$ cat src/rtl/step_ctrl.sv
// Execution controller: turns debounced step/run buttons into a one-cycle
// datapath enable, with divided free-run, address breakpoint and flag halt.
module step_ctrl #(
  parameter int ADDR_W  = 5,
  parameter int CNT_W   = 16,
  parameter int RUN_DIV = 25
) (
  input  logic              clock,
  input  logic              reset,
  input  logic              clken,
  input  logic              btn_step,
  input  logic              btn_run,
  input  logic [ADDR_W-1:0] endereco,
  input  logic [3:0]        flags,
  input  logic [3:0]        halt_mask,
  input  logic              bkpt_en,
  input  logic [ADDR_W-1:0] bkpt_addr,
  output logic              step_en,
  output logic              running,
  output logic              halted,
  output logic [CNT_W-1:0]  step_count
);

  localparam int DIV_W = (RUN_DIV > 1) ? $clog2(RUN_DIV) : 1;

  typedef enum logic [1:0] {S_IDLE, S_RUN, S_HALT} state_t;

  state_t             state_q, state_d;
  logic [DIV_W-1:0]   div_q, div_d;
  logic               armed_q, armed_d;
  logic               step_en_q, step_en_d;
  logic [CNT_W-1:0]   cnt_q, cnt_d;
  logic               btn_step_q, btn_run_q;
  logic               step_rise, run_rise, stop_hit;

  assign step_rise = btn_step & ~btn_step_q;
  assign run_rise  = btn_run & ~btn_run_q;
  // armed stays low until the first run step, so a run started on the
  // breakpoint address or with a masked flag already set still advances.
  assign stop_hit  = armed_q & ((bkpt_en & (endereco == bkpt_addr)) |
                                (|(flags & halt_mask)));

  always_comb begin
    state_d   = state_q;
    div_d     = div_q;
    armed_d   = armed_q;
    step_en_d = 1'b0;
    case (state_q)
      S_IDLE: begin
        if (run_rise) begin
          state_d = S_RUN;
          div_d   = '0;
          armed_d = 1'b0;
        end else if (step_rise) begin
          step_en_d = 1'b1;
        end
      end
      S_RUN: begin
        if (run_rise) begin
          state_d = S_IDLE;
        end else if (stop_hit) begin
          state_d = S_HALT;
        end else if (clken) begin
          if (div_q == DIV_W'(RUN_DIV - 1)) begin
            step_en_d = 1'b1;
            div_d     = '0;
            armed_d   = 1'b1;
          end else begin
            div_d = div_q + 1'b1;
          end
        end
      end
      S_HALT: begin
        if (run_rise) begin
          state_d = S_RUN;
          div_d   = '0;
          armed_d = 1'b0;
        end else if (step_rise) begin
          step_en_d = 1'b1;
          state_d   = S_IDLE;
        end
      end
      default: state_d = S_IDLE;
    endcase
    cnt_d = cnt_q + CNT_W'(step_en_d);
  end

  always_ff @(posedge clock) begin
    // Edge registers load even in reset so a held button never steps.
    btn_step_q <= btn_step;
    btn_run_q  <= btn_run;
    if (reset) begin
      state_q   <= S_IDLE;
      div_q     <= '0;
      armed_q   <= 1'b0;
      step_en_q <= 1'b0;
      cnt_q     <= '0;
    end else begin
      state_q   <= state_d;
      div_q     <= div_d;
      armed_q   <= armed_d;
      step_en_q <= step_en_d;
      cnt_q     <= cnt_d;
    end
  end

  assign step_en    = step_en_q;
  assign running    = (state_q == S_RUN);
  assign halted     = (state_q == S_HALT);
  assign step_count = cnt_q;

endmodule

$ cat config.mk
export PLATFORM = sky130hd
export DESIGN_NAME = step_ctrl
export DESIGN_NICKNAME = d
export VERILOG_FILES = /design/src/rtl/step_ctrl.sv
export SDC_FILE = /design/constraint.sdc
export NUM_CORES = 1
export LEC_CHECK = 0
export BUFFER_PORTS_ARGS = -buffer_cell sky130_fd_sc_hd__buf_2
export CORE_UTILIZATION = 49
export DETAILED_ROUTE_END_ITERATION = 12
export MAX_ROUTING_LAYER = met4
export PLACE_DENSITY = 0.78
export SKIP_LAST_GASP = 1
export SYNTH_ARGS = -nofsm -noshare
export SYNTH_HDL_FRONTEND = slang
export SYNTH_SLANG_ARGS = --single-unit
$ cat constraint.sdc
create_clock -name clock -period 2.8 [get_ports clock]
set_clock_uncertainty 0.05 [all_clocks]
set_input_delay 0.14 -clock clock [delete_from_list [all_inputs] [get_ports clock]]
set_output_delay 0.14 -clock clock [all_outputs]
set_load 0.05 [all_outputs]
# After elaboration in Yosys (flattened, before gate mapping)

Cells that the tools add are included.
Widths: inputs -> output; s select.

Flip-flop bits (word level): 27
Word-level logic and storage cells: 61
Input port bits: 24
Output and inout bits: 19

Add/subtract/negate cells: 2
Eq/ne operators: 12
Reductions and logical operators: 7
Bitwise gates (word level): 8
Mux-type cells: 25

Operators by type and width:

| kind                | count |
|---|---|
| $mux 5              | 5 |
| $add 16x1->16       | 1 |
| $mux 1              | 11 |
| $mux 2              | 5 |
| $pmux 5 s2          | 1 |
| $ne 2x2->1 const B  | 4 |
| $ne 3x1->1 const B  | 2 |
| $pmux 2 s3          | 1 |
| $reduce_and 6->1    | 1 |
| $add 5x1->5 const B | 1 |
| $eq 5x5->1          | 1 |
| $eq 5x5->1 const B  | 1 |
| $reduce_and 5->1    | 1 |
| $and 1x1->1         | 4 |
| $and 4x4->4         | 1 |
| $ne 2x1->1 const B  | 2 |
| $pmux 1 s2          | 2 |
| $reduce_or 4->1     | 1 |
| $reduce_and 3->1    | 1 |
| $eq 2x1->1 const B  | 1 |
| $eq 2x2->1 const B  | 1 |
| $logic_not 2->1     | 1 |
| $not 1->1           | 2 |
| $reduce_bool 2->1   | 1 |
| other kinds (2)     | 2 |

# Depth between registers and ports, before layout

Depth after elaboration: 8
Gate-level depth with buffers: 11
Gate-level depth less buffers: 11

# Worst setup path after synthesis

Ideal clock, no wire load.

Path kind: register to register
From: register state_q[0]
To: register cnt_q[13] (netlist: step_count[13])
Buffers on the path: 1
Period minus slack after synthesis: 2.371 ns
Library setup time: 0.070 ns
Path slack: 0.429 ns
Cell stages (with the launch flop): 11
Data arrival time: 2.250 ns
Data required time: 2.680 ns
Cell sequence: dfxtp_1 -> and2b_2 -> and3_1 -> buf_4 -> o211ai_1 -> nand2_1 -> ha_1 -> and4_1 -> nand4_1 -> or3_1 -> a21oi_1

Elaborated cells on any way between the ends: 6
Classes of those cells: 1 x add/sub; 2 x eq/ne; 1 x mux; 2 x reduce/logical

RTL lines:

| item                   | line | source |
|---|---|---|
| start, declared        | 28   | `state_t state_q, state_d;` |
| start signal, assigned | 99   | `state_q <= state_d;` |
| $eq 2x1->1             | n/a  |  |
| via running            | 19   | `output logic running,` |
| $pmux 1 s2             | 48   | `case (state_q)` |
| via step_en_d          | 31   | `logic step_en_q, step_en_d;` |
| $add 16x1->16          | 85   | `cnt_d = cnt_q + CNT_W'(step_en_d);` |
| end signal, assigned   | 103  | `cnt_q <= cnt_d;` |
| end, declared          | 32   | `logic [CNT_W-1:0] cnt_q, cnt_d;` |

The timed path passes the listed nets, and every way through them passes these cells.
A chain may end at the register's enable or synchronous reset.

# Final worst setup path

From: register state_q[0]
To: register cnt_q[13] (netlist: step_count[13])

Word-level cells in the longest chain between the ends: 4
Elaborated cells on any way between the ends: 6
Classes of those cells: 1 x add/sub; 2 x eq/ne; 1 x mux; 2 x reduce/logical

Ends and longest elaborated chain:

| item                                          | line |
|---|---|
| $eq 2x2->1 or $logic_not 2->1 (tied branches) | 48 |
| $reduce_or 2->1 (no line)                     | n/a |
| $pmux 1 s2 (*)                                | 48 |
| via step_en_d                                 | 31 |
| $add 16x1->16 (*)                             | 85 |

Mark *: on every way through the listed nets, which the timed path passes. The rest lies on a longest branch.

==> impl_metrics.ini <==
[outcome]
status = finished, final reports clean

[global_route]
grt_use_met1_pct = 21.2
grt_util_met3_pct = 3.39
grt_pass1_wl_mm = 4.15
grt_overflow_total = 0
grt_use_total_pct = 20.0
grt_pass1_vias = 1084
grt_max_degree = 27
met2_usage_pct = 37.2
antenna_found_initial = 0
busiest_layer = met2

[route]
post_drt_wl_per_cell_um = 11.8
num_vias = 1206
drt_iter0_markers = 19
avgViaCountPerCell = 5.36
firstDrtPassIters = 4
wirelength_mm = 2.65
ant_nets = 0
route.detailed.drc = 0

[clocking]
clock_tree.buffer_depth = 2
clkTransAtPathRegs_ns = 0.14
post-cts-setup-buffers = 0
clock_latency_ns = 0.32
cts-buffers-inserted = 3
clkSinkCount = 27
htree_levels = 1
ctsRootBufferMaster = clkbuf_4
cts.repair.resized = 0
cts_tree = done

[power_and_ir_drop]
p_per_area_nw_per_um2 = 395
p_leak_nw = 0.702
p_total_uw = 629
irDropWorstVdd_uv = 318

[run]
drv_cap = 0

[floorplan]
die_y_um = 53.9
dieArea_um2 = 2900
die_x_um = 53.9
io_pins = 43
core_area_um2 = 2500
row_count = 18
start_util_pct = 52.7

[critical_path]
cp_max_fo = 7
critPathKind = register to register
r2r_start = state_q[0]
path_cells = and2b_2 -> and3_1 -> o211ai_1 -> nand2_1 -> ha_1 -> and4_1 -> nand4_1 -> or3_1 -> a21oi_1
crit_buf_inv = 0
crit_slowest_cell = dfxtp_1
crit_family = simple AND/OR/NAND/NOR gates
endpoint_kind = register
arrival_ns = 2.71
worstSetupStartpointType = register
crit_path_start = state_q[0]
cp.required_ns = 3.01
worst_path_largest_cell_delay_ns = 0.49

[logic_synthesis]
synthesis.area_um2 = 1320
ys_ff_latch = 27
ys_seq_area_share_pct = 41.0
synthCells = 151
synthArstFlopShare_pct = 0
synth.distinct_cells = 33
ys_dominant_reg_cell = dfxtp_1
yosys_warnings = 0
yosysMostFrequentCell = dfxtp_1
synth_nets = 179
synth_area_leaders = dfxtp_1 41%, xor2_1 7.3%, nor2_1 5.4%
yosysTopAreaCell = dfxtp_1
synth_edf_count = 0
syn_area_per_cell_um2 = 8.73
synth_top_area_share_pct = 41.0
synth_commonest_cells = 27 x dfxtp_1, 19 x nor2_1, 11 x xor2_1

[sta]
setup_slack_ns = 0.299
tightestPinTransition_ns = 0.459
final-hold-violation-count = 0
finalCriticalPeriod_ns = 2.50
final_max_slew_viol_count = 0
timing.setup.tns_ns = 0
finalSetupViolations = 0
max_slew_margin_pct = 69.4
period_share_pct = 89.3
rsz0062_at_grt = no
fin_hold_ws_ns = 0.188
max_freq_mhz = 400

[placement]
io_buffers = 42
place_hpwl_mm = 2.05
dpl.cell_count = 219
dp_worst_setup_slack_ns = 0.296
gp_congestion = 0.821

[cells_and_area]
finalNonFillerCells = 225
antenna-diode-count = 0
fill_cells = 220
layout-drive-gt1-share_pct = 25.1
syn2layout_area_growth_pct = 20.9
nets = 224

[hold_path]
hold_start = reset
worst_hold_path_type = primary input to register
## final cells by class
type	count	area (um2)	share of cell area, %
sequential	27	541	33.9
timing repair buffer	44	230	14.5
multi-input combinational	114	736	46.2
tap	30	37.5	2.36
clock buffer	4	26.3	1.65
inverter	6	22.5	1.41
## placed cells by master (no fill, tap or decap), types with 2 or more instances in the layout
cell,synthesis,layout
nand3_1,9,9
inv_1,6,6
dlygate4sd3_1,0,2
o211ai_1,5,5
nor2b_1,5,5
and2_1,2,2
ha_1,4,4
nand2_1,8,8
nor3_1,4,4
dfxtp_1,27,27
and4_1,2,2
buf_2,0,42
and3_1,2,2
a21oi_1,9,9
nand2b_1,3,3
o21ai_0,3,3
xnor2_1,7,7
o31ai_1,4,4
xor2_1,11,11
or3_1,2,2
a22oi_1,2,2
nor2_1,19,19
clkbuf_4,0,3
nand4_1,3,3
## final timing paths
kind                    end  cells past startpoint  slack [ns]
max          step_count[13]                      9        0.30
max reg2reg  step_count[13]                      9        0.30
min          step_count[14]                      2        0.19
min reg2reg        div_q[4]                      2        0.46
## power breakdown
part / total (mW) / internal [mW] / switching, mW
combinational: 0.0715 / 0.0303 / 0.0412
clock: 0.165 / 0.0557 / 0.109
sequential: 0.393 / 0.389 / 0.00398
total: 0.629 / 0.475 / 0.154
## routing by layer
metal,vias to the layer above,part of all wire [%]
met2,41,52
met1,555,43
li1,610,-
met4,0,0
met3,0,5.1
met5,-,0
## worst register-to-register path, stage by stage (launching register included)
cell and delay (ns):
dfxtp_1 0.49, and2b_2 0.21, and3_1 0.30, o211ai_1 0.15
nand2_1 0.08, ha_1 0.17, and4_1 0.29, nand4_1 0.21
or3_1 0.36, a21oi_1 0.14
## flip-flops by register name (all words and copies together) (netlist names)
name,count
state_q,2
armed_q,1
step_count,16
btn_run_q,1
btn_step_q,1
step_en,1
div_q,5
## what timing repair did
item | 4_1_cts | 5_1_grt
hold endpoints to repair | 2 | 0
endpoints found under the setup margin | 0 | 0
hold buffers | 2 | 0
## cells by family (layout without fill, tap and decap cells)
group                    after synthesis  after routing  synth area share [%]
AO/OA/AOI/OAI                         25             25                  12.6
XOR/XNOR                              18             18                  12.0
flip-flops                            27             27                  41.0
adder cells (fa/ha/maj)                4              4                  3.80
buffers and inverters                 10             54                  3.13
AND/OR/NAND/NOR                       67             67                  27.4
## metrics by stage
step / instance area (um2) / util, %
6_report: 1590 / 63.7
5_1_grt: 1590 / 63.7
4_1_cts: 1590 / 63.7
3_5_place_dp: 1550 / 61.9
3_3_place_gp: 1550 / 61.9
2_1_floorplan: 1320 / -
Note: power is estimated with default switching activity, not from simulation.
